--- src/rtl/roam_controller.sv ---
// Overworld roam controller: tile-stepped trainer movement, enemy
// interaction, defeated tracking and room exit for NUM_ENEMY slots.
module roam_controller #(
  parameter int NUM_ENEMY  = 4,
  parameter int MAP_X      = 224,
  parameter int MAP_Y      = 100,
  parameter int MAP_W      = 192,
  parameter int MAP_H      = 255,
  parameter int SPR_W      = 14,
  parameter int SPR_H      = 16,
  parameter int TILE       = 16,
  parameter int STEP       = 1,
  parameter int REACH      = 3,
  parameter int TOP_MARGIN = 25,
  parameter int START_X    = 313,
  parameter int START_Y    = 336
) (
  input  logic                     Clk,
  input  logic                     Reset,
  input  logic                     frame_clk,
  input  logic                     is_roam,
  input  logic                     is_start,
  input  logic [7:0]               keycode,
  input  logic                     battle_done,
  input  logic [10*NUM_ENEMY-1:0]  enemy_x,
  input  logic [10*NUM_ENEMY-1:0]  enemy_y,
  input  logic [NUM_ENEMY-1:0]     enemy_active,
  output logic [9:0]               trainer_x,
  output logic [9:0]               trainer_y,
  output logic [1:0]               trainer_dir,
  output logic                     walking,
  output logic                     start_battle,
  output logic [2:0]               battle_idx,
  output logic [NUM_ENEMY-1:0]     defeated,
  output logic                     new_room
);

  typedef enum logic [1:0] {IDLE, WALK, BATTLE} state_t;

  localparam int RW = $clog2(TILE + 1);
  localparam logic [10:0] LIM_T = 11'(MAP_Y + TOP_MARGIN);
  localparam logic [10:0] LIM_B = 11'(MAP_Y + MAP_H);
  localparam logic [10:0] LIM_L = 11'(MAP_X);
  localparam logic [10:0] LIM_R = 11'(MAP_X + MAP_W);
  localparam logic [10:0] TL    = 11'(TILE);
  localparam logic [10:0] SW    = 11'(SPR_W);
  localparam logic [10:0] SH    = 11'(SPR_H);
  localparam logic [10:0] RCH   = 11'(REACH);
  localparam logic [9:0]  ST    = 10'(STEP);
  localparam logic [9:0]  SX    = 10'(START_X);
  localparam logic [9:0]  SY    = 10'(START_Y);
  localparam logic [7:0]  K_W   = 8'h1A;
  localparam logic [7:0]  K_A   = 8'h04;
  localparam logic [7:0]  K_S   = 8'h16;
  localparam logic [7:0]  K_D   = 8'h07;
  localparam logic [7:0]  K_EN  = 8'h28;

  state_t               state_q;
  logic [9:0]           x_q, y_q;
  logic [1:0]           dir_q;
  logic [RW-1:0]        rem_q;
  logic [2:0]           idx_q;
  logic [NUM_ENEMY-1:0] def_q;
  logic                 start_q, room_q;
  logic [1:0]           frm_q;

  logic                 frame_tick;
  logic                 key_ok;
  logic [1:0]           key_dir;
  logic [10:0]          tx, ty, nx, ny;
  logic [10:0]          ex, ey, dx, dy;
  logic                 bound_blk, hit, blocked;
  logic                 f;
  logic [NUM_ENEMY-1:0] face;
  logic [2:0]           face_idx;
  logic                 exit_ok;

  always_ff @(posedge Clk) begin
    if (Reset) frm_q <= 2'b00;
    else       frm_q <= {frm_q[0], frame_clk};
  end

  assign frame_tick = frm_q[0] & ~frm_q[1];

  assign tx = {1'b0, x_q};
  assign ty = {1'b0, y_q};

  always_comb begin
    key_ok  = 1'b1;
    key_dir = 2'd0;
    case (keycode)
      K_W:     key_dir = 2'd0;
      K_S:     key_dir = 2'd1;
      K_A:     key_dir = 2'd2;
      K_D:     key_dir = 2'd3;
      default: key_ok  = 1'b0;
    endcase
  end

  // Bounds are phrased on the current position so nothing can wrap.
  always_comb begin
    nx        = tx;
    ny        = ty;
    bound_blk = 1'b0;
    case (dir_q)
      2'd0: begin
        ny        = ty - TL;
        bound_blk = ty < LIM_T + TL;
      end
      2'd1: begin
        ny        = ty + TL;
        bound_blk = ny + SH > LIM_B;
      end
      2'd2: begin
        nx        = tx - TL;
        bound_blk = tx < LIM_L + TL;
      end
      default: begin
        nx        = tx + TL;
        bound_blk = nx + SW > LIM_R;
      end
    endcase
  end

  always_comb begin
    hit      = 1'b0;
    face     = '0;
    face_idx = 3'd0;
    ex       = '0;
    ey       = '0;
    dx       = '0;
    dy       = '0;
    f        = 1'b0;
    for (int k = 0; k < NUM_ENEMY; k++) begin
      ex = {1'b0, enemy_x[10*k +: 10]};
      ey = {1'b0, enemy_y[10*k +: 10]};
      dx = (tx >= ex) ? tx - ex : ex - tx;
      dy = (ty >= ey) ? ty - ey : ey - ty;
      if (enemy_active[k] && nx < ex + SW && ex < nx + SW &&
          ny < ey + SH && ey < ny + SH)
        hit = 1'b1;
      case (dir_q)
        2'd0: f = dx <= RCH && ey + SH <= ty && ty <= ey + SH + RCH;
        2'd1: f = dx <= RCH && ey <= ty + SH + RCH && ty + SH <= ey;
        2'd2: f = dy <= RCH && ex + SW <= tx && tx <= ex + SW + RCH;
        default:
              f = dy <= RCH && ex <= tx + SW + RCH && tx + SW <= ex;
      endcase
      face[k] = enemy_active[k] & ~def_q[k] & f;
    end
    for (int k = NUM_ENEMY - 1; k >= 0; k--)
      if (face[k]) face_idx = 3'(k);
  end

  assign blocked = bound_blk | hit;
  assign exit_ok = (|enemy_active) &&
                   ((enemy_active & ~def_q) == '0) &&
                   (ty <= LIM_T);

  always_ff @(posedge Clk) begin
    if (Reset || is_start) begin
      state_q <= IDLE;
      x_q     <= SX;
      y_q     <= SY;
      dir_q   <= 2'd0;
      rem_q   <= '0;
      idx_q   <= 3'd0;
      def_q   <= '0;
      start_q <= 1'b0;
      room_q  <= 1'b0;
    end else begin
      start_q <= 1'b0;
      room_q  <= 1'b0;
      case (state_q)
        IDLE: begin
          if (is_roam && keycode == K_EN && |face) begin
            start_q <= 1'b1;
            idx_q   <= face_idx;
            state_q <= BATTLE;
          end else if (frame_tick) begin
            if (exit_ok) begin
              room_q <= 1'b1;
              x_q    <= SX;
              y_q    <= SY;
              dir_q  <= 2'd0;
              def_q  <= '0;
            end else if (is_roam && key_ok) begin
              if (key_dir != dir_q) begin
                dir_q <= key_dir;
              end else if (!blocked) begin
                rem_q   <= RW'(TILE);
                state_q <= WALK;
              end
            end
          end
        end
        WALK: begin
          if (frame_tick && is_roam) begin
            case (dir_q)
              2'd0:    y_q <= y_q - ST;
              2'd1:    y_q <= y_q + ST;
              2'd2:    x_q <= x_q - ST;
              default: x_q <= x_q + ST;
            endcase
            rem_q <= rem_q - RW'(STEP);
            if (rem_q == RW'(STEP)) state_q <= IDLE;
          end
        end
        BATTLE: begin
          if (battle_done) begin
            for (int k = 0; k < NUM_ENEMY; k++)
              if (idx_q == 3'(k)) def_q[k] <= 1'b1;
            state_q <= IDLE;
          end
        end
        default: state_q <= IDLE;
      endcase
    end
  end

  assign trainer_x    = x_q;
  assign trainer_y    = y_q;
  assign trainer_dir  = dir_q;
  assign walking      = (state_q == WALK);
  assign start_battle = start_q;
  assign battle_idx   = idx_q;
  assign defeated     = def_q;
  assign new_room     = room_q;

endmodule

--- config.mk ---
export PLATFORM = sky130hd
export DESIGN_NAME = roam_controller
export DESIGN_NICKNAME = d
export VERILOG_FILES = /design/src/rtl/roam_controller.sv
export SDC_FILE = /design/constraint.sdc
export NUM_CORES = 1
export LEC_CHECK = 0
export BUFFER_PORTS_ARGS = -buffer_cell sky130_fd_sc_hd__buf_2
export CELL_PAD_IN_SITES_DETAIL_PLACEMENT = 0
export CELL_PAD_IN_SITES_GLOBAL_PLACEMENT = 1
export CORE_ASPECT_RATIO = 1.5
export CORE_UTILIZATION = 35
export DETAILED_ROUTE_END_ITERATION = 10
export PLACE_DENSITY_LB_ADDON = 0.1
export SYNTH_ARGS = -nofsm -noshare
export SYNTH_HDL_FRONTEND = slang
export SYNTH_SLANG_ARGS = --single-unit
--- constraint.sdc ---
create_clock -name Clk -period 9.46 [get_ports Clk]
set_input_delay 1.892 -clock Clk [delete_from_list [all_inputs] [get_ports Clk]]
set_output_delay 1.892 -clock Clk [all_outputs]
set_load 0.1 [all_outputs]
Yosys cells after proc, flatten, opt, wreduce, memory -nomap -nowiden
Index checks and enable logic that the tools add are counted.

storage, ports and cells
  bits in registers = 40
  bits in latches = 0
  memory bits (writable) = 0
  ROM bits = 0
  input port bits = 98
  output and inout bits = 32
  memories = 0

operators by class
  add/sub/neg operators = 48
  multipliers = 0
  divide/modulo/power cells = 0
  magnitude comparators = 69
  eq/ne operators = 35
  shift operators = 0
  muxes and demuxes = 69
  bitwise logic cells = 20
  reductions and logical operators = 79

operators by type and width
  kind                                                                                count
  10-bit by 11-bit less-or-equal comparator with 1-bit output                         16
  11-bit by 10-bit less-or-equal comparator with 1-bit output                         16
  10-bit by 10-bit subtractor with 11-bit output                                      16
  11-bit by 2-bit adder with 11-bit output (second input constant)                    10
  11-bit by 2-bit less-or-equal comparator with 1-bit output (second input constant)  8
  10-bit by 11-bit less-than comparator with 1-bit output                             8
  11-bit less-than comparator                                                         8
  11-bit two-way mux                                                                  8
  10-bit greater-or-equal comparator                                                  8
  10-bit two-way mux                                                                  8
  10-bit one-hot mux with 2 select lines                                              4
  10-bit by 5-bit adder with 11-bit output (second input constant)                    6
  10-bit by 4-bit adder with 11-bit output (second input constant)                    5
  1-bit logical AND                                                                   54
  11-bit one-hot mux with 2 select lines                                              2
  6-bit AND reduction                                                                 6
  5-bit two-way mux                                                                   7
  2-bit two-way mux                                                                   13
  2-bit != test (second input constant)                                               13
  11-bit by 4-bit adder with 11-bit output (second input constant)                    2
  11-bit by 5-bit adder with 11-bit output (second input constant)                    2
  11-bit by 9-bit > comparator with 1-bit output (second input constant)              2
  10-bit by 5-bit subtractor with 11-bit output (second input constant)               2
  10-bit by 1-bit adder with 10-bit output (second input constant)                    2
  other kinds (38)                                                                    94

Longest topological paths before layout
Gate-level depths: netlist (run 1).

  depth in word-level cells = 20
  depth in mapped cells = 21

Worst setup path after synthesis (run 1)
Ideal clock, no wire load.

  path kind = reg-to-reg
  from = register x_q[1] (netlist: trainer_x[1])
  to = register idx_q[0] (netlist: battle_idx[0])
  arrival = 5.847 ns
  path slack = 3.491 ns
  cell stages (with the launch flop) = 18
  path buffers = 1
  period minus slack after synthesis = 5.969 ns
  path through = dfxtp_1 > inv_1 > ha_1 > clkbuf_1 > or4bb_1 > a21oi_1 > nor2_1 > nor4_1 > xnor2_1 > ha_1 > nand4_1 > o41a_1 > o311ai_0 > a22oi_1 > nand4_1 > o211ai_2 > o21a_4 > mux2_4

between the ends
  cells in the longest elaborated chain, start to end = 11
  elaborated cells between the ends (all ways) = 85
  classes of those cells = 10 x add/sub; 24 x order compare; 12 x mux; 4 x bitwise; 35 x reduce/logical

RTL lines
  item                                                                                                                                              line           source
  from (decl)                                                                                                                                       59             logic [9:0] x_q, y_q;
  from (signal assigned)                                                                                                                            202            2'd2: x_q <= x_q - ST;
  from (signal assigned)                                                                                                                            203            default: x_q <= x_q + ST;
  10-bit by 4-bit adder with 11-bit output (tied with other cells)                                                                                  147            f = dy <= RCH && ex <= tx + SW + RCH && tx + SW <= ex;
  11-bit by 2-bit adder with 11-bit output / 11-bit two-way mux (equally long branches)                                                             147, 137
  10-bit by 11-bit less-or-equal comparator with 1-bit output / 11-bit by 2-bit less-or-equal comparator with 1-bit output (equally long branches)  147, 143, 144
  1-bit logical AND, on equally long branches (2 in a row)                                                                                          147, 143, 144
  1-bit one-hot mux with 3 select lines                                                                                                             142            case (dir_q)
  1-bit AND                                                                                                                                         149            face[k] = enemy_active[k] & ~def_q[k] & f;
  2-bit two-way mux                                                                                                                                 152            if (face[k]) face_idx = 3'(k);
  3-bit two-way mux (3 in a row)                                                                                                                    152
  to (signal assigned)                                                                                                                              178            idx_q <= face_idx;
  to (decl)                                                                                                                                         62             logic [2:0] idx_q;

Parallel ways exist; a longest one is shown, timed or not.
A chain may end at the register's enable or synchronous reset.

Worst setup path in the final report (run 1)
  from = register x_q[5] (netlist: trainer_x[5])
  to = register idx_q[0] (netlist: battle_idx[0])

The elaborated chain is that of the path after synthesis.

==> results.md, run 1 <==
Status:
- The run finished with clean final reports.

Critical path:
- The setup path with the least slack is of type reg -> reg.
- The signal on the critical path passes through buf_4 -> ha_1 -> or4bb_1 -> a21oi_1 -> nor2_1 -> nor4_1 -> xnor2_1 -> ha_1 -> nand4_1 -> o41a_1 -> o311ai_0 -> a22oi_1 -> nand4_1 -> o211ai_2 -> o21a_4 -> mux2_4.
- The worst setup path is launched from a flip-flop.
- The largest single stage delay on the critical path is 1.08 ns.
- On the critical path the largest part of the delay comes from compound AO/OA/AOI/OAI gates.
- The arrival time of the worst setup path is 6.48 ns.
- The slowest stage of the critical path belongs to the cell sky130_fd_sc_hd__o311ai_0.
- STA puts the critical path data required time at 9.63 ns.
- The worst setup path is captured at a flip-flop.
- Of all nets on the critical path, the largest fanout is 18.
- Together, buffers and inverters on the worst path number 1.

Clock network:
- The root cell of the clock tree is sky130_fd_sc_hd__clkbuf_16.
- In this run the number of H-tree levels came out at 2.
- The total number of clock tree sinks is 39.
- The CTS tree is done.
- The clock latency at the later pin of the worst-skew pair is 0.29 ns.
- The deepest clock path buffer count is 2.
- The number of buffers added to fix hold violations after cts is 0.
- After clock tree synthesis, the clock-pin slew on the worst setup and hold paths is 0.07 ns.
- Buffers inserted during clock tree synthesis total 5.
- The total setup buffers inserted after CTS is 0.
- Gates resized during post-CTS repair numbered 0.

GRT:
- The initial antenna violation count is 3.
- The sum of overflow across all layers after global routing is 0.
- The via count of the first global-routing pass is 24800.
- Entering global routing, the biggest net connects 30 pins.
- In the global route stage, overall resource usage came out at 0.302.
- The wire length of the first global-routing pass is 155000 um.

STA:
- The clock arrives with 0.00742 ns of skew.
- Setup repair after global routing left no endpoint under its margin.
- The final total negative setup slack is 0 ns.
- The final-report hold violation count is 0.
- Of the available clock period, the critical path in the final layout requires 0.666.
- Timing would allow up to 0.159 GHz.
- The number of setup violations in the final report is 0.
- The relative slew slack is 0.0925.
- The transition time at the pin with the least slew margin is 1.34 ns.
- The final-report max-slew violation count is 0.
- The final critical path time including I/O delays and setup is 6.30 ns.

Synth:
- The fraction of synthesis flops using an asynchronous set or reset pin is 0.
- The netlist uses 100 different library cells.
- For this run, the leading register cell type out of synthesis is sky130_fd_sc_hd__dfxtp_1.
- In this run, synthesis inferred 0 flip-flops with an integrated enable.
- The gate count of the mapped netlist is 3120.
- Of all cell types, the one taking the most synthesized area is sky130_fd_sc_hd__ha_1.
- The combined area of all synthesized cells is 23400 um2.
- When the netlist entered floorplanning its net count stood at 3838.
- In the post-synthesis netlist, the biggest area contributors are sky130_fd_sc_hd__ha_1 (32%), sky130_fd_sc_hd__xnor2_1 (6.2%), sky130_fd_sc_hd__a21oi_1 (5.8%).
- The share of synthesized area in the top cell type comes to 0.322.
- The sequential share of the synthesized area is 0.0334.
- Each instance of the synthesized netlist takes up on average 7.49 um2.
- The Yosys step of the flow raised 0 warnings.
- Counting flops and latches in the post-synthesis netlist gives 39.

Power:
- For this design the ratio of total power to cell area is 44.7 nW/um2.
- For this design the static power due to leakage is 11.7 nW.
- The worst IR drop on VDD is 0.0000643 V.
- The sum of internal, switching and leakage power is 0.00113 W.

Detailed routing:
- The uppermost layer routed is met5.
- The detailed-route DRC error count is 0.
- The met1 wire length is 39900 um.
- The DRC marker count from the first detailed-route iteration is 1422.
- The met2 wire length is 53200 um.
- The routed design has 105000 um of wire.
- The via density per instance is 5.98.
- In the final routed layout, each cell accounts on average for 25.5 um.
- The via count of the routed design is 24600.
- The detail route stage leaves a number of antenna-violating nets equal to 0.
- The pre-antenna-repair detailed-routing pass consisted of 6 iterations.
- After detailed routing, the met3 layer carries 4330 um of wire.

Die:
- The number of placed I/O pins is 130.
- The starting density of the core is 0.356.
- In this run the standard cell core region covers 65800 um2.
- The number of standard-cell rows in the floorplan is 115.
- In this run the horizontal extent of the chip is 213 um.
- The die outline height is 319 um.
- The overall die area is 67900 um2.

Finish:
- The final layout contains 3943 nets.
- The signed area change from the synthesized netlist to the final layout is 8.19%.
- In the final layout, the share of cells above drive strength 1 is 0.0800.

Flow run:
- Max-cap violations in this run came to 0.

Min path:
- The type of the most critical hold path is reg -> reg.

Place:
- The quantity of I/O buffers inserted on ports is 128.
- The post-detailed-placement half-perimeter wirelength is 84900 um.
- At the end of routability-driven placement, the weighted congestion stood at 0.940.
synthesized netlist by cell type, types with 13 or more instances:
| library cell | n |
|---|---|
| sky130_fd_sc_hd__a21oi_1 | 271 |
| sky130_fd_sc_hd__nand2_1 | 193 |
| sky130_fd_sc_hd__o2111ai_1 | 14 |
| sky130_fd_sc_hd__o21a_1 | 55 |
| sky130_fd_sc_hd__a31oi_1 | 29 |
| sky130_fd_sc_hd__xor2_1 | 42 |
| sky130_fd_sc_hd__a21o_1 | 85 |
| sky130_fd_sc_hd__clkbuf_1 | 59 |
| sky130_fd_sc_hd__nand3_1 | 107 |
| sky130_fd_sc_hd__nand3b_1 | 16 |
| sky130_fd_sc_hd__a2111oi_0 | 13 |
| sky130_fd_sc_hd__and3_1 | 18 |
| sky130_fd_sc_hd__mux2i_1 | 19 |
| sky130_fd_sc_hd__nor4_1 | 36 |
| sky130_fd_sc_hd__nand4_1 | 60 |
| sky130_fd_sc_hd__nor3_1 | 93 |
| sky130_fd_sc_hd__a211o_1 | 13 |
| sky130_fd_sc_hd__o21ai_0 | 161 |
| sky130_fd_sc_hd__ha_1 | 602 |
| sky130_fd_sc_hd__nor2b_1 | 74 |
| sky130_fd_sc_hd__dfxtp_1 | 39 |
| sky130_fd_sc_hd__o31a_1 | 15 |
| sky130_fd_sc_hd__xnor2_1 | 166 |
| sky130_fd_sc_hd__or2_2 | 17 |
| sky130_fd_sc_hd__inv_1 | 240 |
| sky130_fd_sc_hd__or3_1 | 26 |
| sky130_fd_sc_hd__o21bai_1 | 27 |
| sky130_fd_sc_hd__a211oi_1 | 48 |
| sky130_fd_sc_hd__nor2_1 | 187 |
| sky130_fd_sc_hd__fa_1 | 18 |
| sky130_fd_sc_hd__nand2b_1 | 48 |
| sky130_fd_sc_hd__o22ai_1 | 13 |
| sky130_fd_sc_hd__o211ai_1 | 40 |
per-stage QoR:
| step | hold WS (ns) | cell area [um2] | util | setup WS [ns] | cells |
|---|---|---|---|---|---|
| floorplan | 0.461 | 23400 | - | 3.49 | 3120 |
| global placement | 0.487 | 25100 | 0.382 | 2.99 | 4095 |
| detailed placement | 0.487 | 25100 | 0.382 | 2.95 | 4095 |
| CTS | 0.498 | 25300 | 0.385 | 3.23 | 4103 |
| global route | 0.531 | 25300 | 0.385 | 2.71 | 4103 |
| finish | 0.498 | 25300 | 0.385 | 3.16 | 4104 |
final timing paths:
path | from | cells past startpoint | slack, ns | end
worst max-delay path | trainer_x[5] | 16 | 3.16 | battle_idx[0]
worst min-delay path | frm_q[0] | 1 | 0.50 | frm_q[1]
worst max register to register | trainer_x[5] | 16 | 3.16 | battle_idx[0]
worst min register to register | frm_q[0] | 1 | 0.50 | frm_q[1]
metal layers:
| layer | GRT usage | up-vias |
|---|---|---|
| li1 | - | 11800 |
| met1 | 0.322 | 11700 |
| met2 | 0.564 | 722 |
| met3 | 0.0318 | 274 |
| met4 | 0.176 | 6 |
| met5 | 0 | - |
cell type report:
cell class	count	area (um2)
repair buffers	184	1060
well taps	877	1100
clock inverters	3	43.8
inverters	240	901
clock buffers	5	125
flip-flops and latches	39	781
multi-input cells	2755	21300
fillers	7082	40500
diodes	1	2.50
state kept, by name, summed over array words and instances (netlist names):
signal        flops
trainer_x        10
trainer_y        10
rem_q             5
defeated          4
battle_idx        2
frm_q             2
state_q           2
trainer_dir       2
new_room          1
start_battle      1
worst register-to-register path: cells and delay by family, from the launching register on:
family / cells / cell delay, ns
and+or+nand+nor: 5 / 1.37
DFF: 1 / 0.72
buffers and inverters: 1 / 0.41
muxes: 1 / 0.29
AOI/OAI and AO/OA: 6 / 2.32
adders and majority gates: 2 / 0.81
xor gates and xnor gates: 1 / 0.27
logic make-up (layout without fill, tap and decap cells):
| logic type | count (synthesis) | count (layout) | synth area share |
|---|---|---|---|
| flip-flops | 39 | 39 | 0.0334 |
| AND/OR/NAND/NOR | 946 | 946 | 0.209 |
| other | 1 | 2 | 0.000160 |
| multiplexers | 33 | 33 | 0.0152 |
| XOR/XNOR | 210 | 210 | 0.0793 |
| adder cells (fa/ha/maj) | 620 | 620 | 0.338 |
| AO/OA/AOI/OAI | 945 | 945 | 0.269 |
| buffers and inverters | 326 | 432 | 0.0563 |
placed cells by master (no fill, tap or decap), drive strengths merged, types with 39 or more instances in the layout:
cell and n:
o21a 56, nand2b 49, dfxtp 39, a21oi 274, nand2 193, xor2 42, nand4 60, inv 240
o211ai 42, ha 602, buf 184, nor2b 74, nor3 93, nand3 107, xnor2 168, a211oi 48
o21ai 168, a21o 85, nor2 187
report_power, final:
| part | internal, W | switching (W) |
|---|---|---|
| clock | 0.000125 | 0.0000735 |
| combinational | 0.000299 | 0.000470 |
| sequential | 0.000165 | 0.000000308 |
| total | 0.000588 | 0.000544 |
(Power assumes the default switching activity.)
==> run 2, diff against run 1 <==
==> constraint.sdc (replaced) <==
create_clock -name Clk -period 6.39 [get_ports Clk]
set_input_delay 1.278 -clock Clk [delete_from_list [all_inputs] [get_ports Clk]]
set_output_delay 1.278 -clock Clk [all_outputs]
set_load 0.1 [all_outputs]
==> results.md, run 2 (synthesis gave the netlist of run 1 again) <==
Clock network:
- The number of cells upsized or downsized after cts is 0 (unchanged).
- Clock tree synthesis selected as its root buffer the cell sky130_fd_sc_hd__clkbuf_16.
- The number of CTS-inserted buffers is 5 (unchanged).
- The total setup buffers inserted after CTS is 0 (unchanged).
- TritonCTS built the clock tree.
- The number of buffers added to fix hold violations after cts is 0 (unchanged).
- The total number of clock tree sinks is 39 (unchanged).
- The H-tree depth reported by CTS is 2 (unchanged).
- The deepest clock path buffer count is 2 (unchanged).
- The clock transition time at the flip-flop clock pins of the worst setup and hold paths is 0.06 ns (about the same).
- The clock latency at the later pin of the worst-skew pair is 0.29 ns (about the same).

Critical path:
- STA classifies the critical path startpoint as an input port.
- The largest fanout on the critical path was 8 (-10).
- The arrival time of the worst setup path is 5.99 ns (-0.49 ns).
- The endpoint of the worst register-to-register path is battle_idx[0].
- The setup slack of the most critical reg-to-reg path was 0.64 ns (-2.52 ns).
- The number of cell instances on the worst register-to-register path is 15 (-1).
- The required time of the critical path was 6.57 ns (-3.06 ns).
- STA classifies the critical path endpoint as a flip-flop.
- The startpoint identified for the worst register-to-register timing path is trainer_x[5].
- The critical path start-end classification is in -> reg.

Finish:
- The number of nets in the finished design came to 3976 (+0.84%).
- The multi-input gate area in the final layout is 21300 um2 (about the same).
- In the layout the commonest cells are sky130_fd_sc_hd__ha_1 (602), sky130_fd_sc_hd__a21oi_1 (271), sky130_fd_sc_hd__inv_1 (240), sky130_fd_sc_hd__nand2_1 (193), sky130_fd_sc_hd__nor2_1 (187).
- The combined flip-flop and latch cell area is 781 um2 (unchanged).
- The signed area change from the synthesized netlist to the final layout is 9.37%.
- The most common cell after layout, fill and taps aside is sky130_fd_sc_hd__ha_1.
- The filler cell count in the final layout was 6993 (-1.3%).
- The fraction of final layout cells with drive strength greater than 1 came to 0.0893 (+0.00932).
- The final standard cell count with taps included and fillers excluded is 4138 (+0.83%).

Detailed routing:
- The detailed-route DRC error count is 0 (unchanged).
- The DRC marker count from the first detailed-route iteration is 1300 (-8.6%).
- The first-pass iteration count of the detailed router is 5 (-1).
- The final wirelength was 107000 um (+2.4%).
- The average wire per standard cell came to 25.9 um (+1.6%).
- The remaining antenna violation count after routing is 0 (unchanged).
- The via count of the routed design is 24800 (+1.1%).
- The via density per instance is 6.00 (+0.26%).

STA:
- The final total negative setup slack is 0 ns (unchanged).
- The number of setup violations in the final report is 0 (unchanged).
- The setup skew after layout was 0.00781 ns (+0.000389 ns).
- The final-report hold violation count is 0 (unchanged).
- The relative slew slack is 0.125 (+0.0324).
- The transition time at the pin with the least slew margin is 1.30 ns (-0.0480 ns).
- The final-report max-slew violation count is 0 (unchanged).
- The top achievable clock speed is 0.172 GHz.
- Setup repair after global routing left no endpoint under its margin.
- The worst path in the final design needs a cycle of 5.81 ns, including I/O delays and setup.
- Of the available clock period, the critical path in the final layout requires 0.909.

Min path:
- The sink of the worst hold path is frm_q[1].
- The worst hold path belongs to the class reg -> reg.
- The instance count along the most critical hold path is 1 (unchanged).
- The startpoint identified for the worst hold timing path is frm_q[0].

Die:
- The number of placed I/O pins is 130 (unchanged).
- The core footprint is 65800 um2 (unchanged).
- The die width was 213 um (unchanged).
- The die outline height is 319 um (unchanged).
- The overall die area is 67900 um2 (unchanged).
- The number of standard-cell rows in the floorplan is 115 (unchanged).
- The starting density of the core is 0.356 (unchanged).

Power:
- The power density relative to cell area is 67.6 nW/um2 (+51%).
- The static leakage is 11.8 nW (+1.5%).
- The worst IR drop on VDD is 0.0000935 V (+45%).

Place:
- The post-detailed-placement half-perimeter wirelength is 88600 um (+4.4%).
- The cell total after placement is 4128 (+0.81%).
- The quantity of I/O buffers inserted on ports is 128 (unchanged).
- The routability congestion estimate is 0.967 (+2.8%).

GRT:
- The sum of overflow across all layers after global routing is 0 (unchanged).
- The largest net degree at the start of global routing is 30 (unchanged).
- The total global-route track usage is 0.311 (+0.00831).
- The wire length of the first global-routing pass is 158000 um (+2.3%).
- The initial antenna violation count is 4 (+1).
- The via count of the first global-routing pass is 25200 (+1.7%).

Status:
- The flow ran to the end, and the final reports show no timing, DRC or antenna violations.

Flow run:
- The number of max-capacitance violations reported was 0 (unchanged).
## run 2: cell types whose count changed in the layout (fill, tap and decap cells not counted), sizes merged
cell and delta:
buf +33, clkinvlp +1, bufinv +1, clkinv -2
diode +1
## run 2: critical path, cell delays in order
cell and delay, ns:
sky130_fd_sc_hd__buf_2 0.17, sky130_fd_sc_hd__inv_1 0.17, sky130_fd_sc_hd__ha_1 0.22, sky130_fd_sc_hd__nor2b_1 0.32, sky130_fd_sc_hd__nand2b_1 0.17, sky130_fd_sc_hd__xnor2_1 0.15, sky130_fd_sc_hd__inv_1 0.10, sky130_fd_sc_hd__or3_1 0.41
sky130_fd_sc_hd__nor4_1 0.28, sky130_fd_sc_hd__xnor2_1 0.17, sky130_fd_sc_hd__ha_1 0.26, sky130_fd_sc_hd__a21oi_1 0.18, sky130_fd_sc_hd__o2111ai_1 0.13, sky130_fd_sc_hd__o21ai_0 0.20, sky130_fd_sc_hd__a21oi_1 0.07, sky130_fd_sc_hd__o32ai_1 0.51
sky130_fd_sc_hd__nand3_1 0.14, sky130_fd_sc_hd__o32ai_1 0.45, sky130_fd_sc_hd__or2_1 0.20, sky130_fd_sc_hd__o21a_4 0.14, sky130_fd_sc_hd__mux2_4 0.29
## run 2: layout make-up
cell class                      instances  area share
Multi-Input combinational cell       2755       0.832
Clock buffer                            5     0.00489
Inverter                              240      0.0352
Sequential cell                        39      0.0305
Timing Repair Buffer                  217      0.0512
Clock inverter                          3     0.00264
Tap cell                              877      0.0429
Antenna cell                            2    0.000196
## run 2: metrics by stage
step	hold slack (ns)	setup WS (ns)	util	total power, W	cell area [um2]
floorplan	0.461	0.421	-	0.00102	23400
global placement	0.501	0.440	0.386	0.00137	25400
detailed placement	0.511	0.258	0.386	0.00138	25400
CTS	0.523	0.563	0.389	0.00173	25600
global route	0.548	0.228	0.389	0.00187	25600
finish	0.522	0.580	0.389	0.00173	25600
## run 2: worst max path at each step
stage	startpoint	to	slack [ns]	depth (start not counted)
floorplan	trainer_x[1]	battle_idx[0]	0.42	17
global placement	enemy_x[1]	battle_idx[0]	0.44	21
detailed placement	enemy_x[1]	battle_idx[0]	0.26	21
CTS	enemy_x[1]	battle_idx[0]	0.56	21
global route	enemy_x[1]	battle_idx[1]	0.23	21
finish	enemy_x[1]	battle_idx[0]	0.58	21
## run 2: routing by layer
layer / part of all wire / track usage
met1: 0.37 / 0.325
met2: 0.52 / 0.586
met3: 0.041 / 0.0274
met4: 0.072 / 0.191
met5: 0.00021 / 0
## run 2: power by group
part | leakage [nW] | internal [W] | total (W) | switching [W]
logic | 11.4 | 0.000445 | 0.00114 | 0.000700
registers | 0.315 | 0.000244 | 0.000244 | 0.000000557
clock network | 0.0900 | 0.000224 | 0.000339 | 0.000115
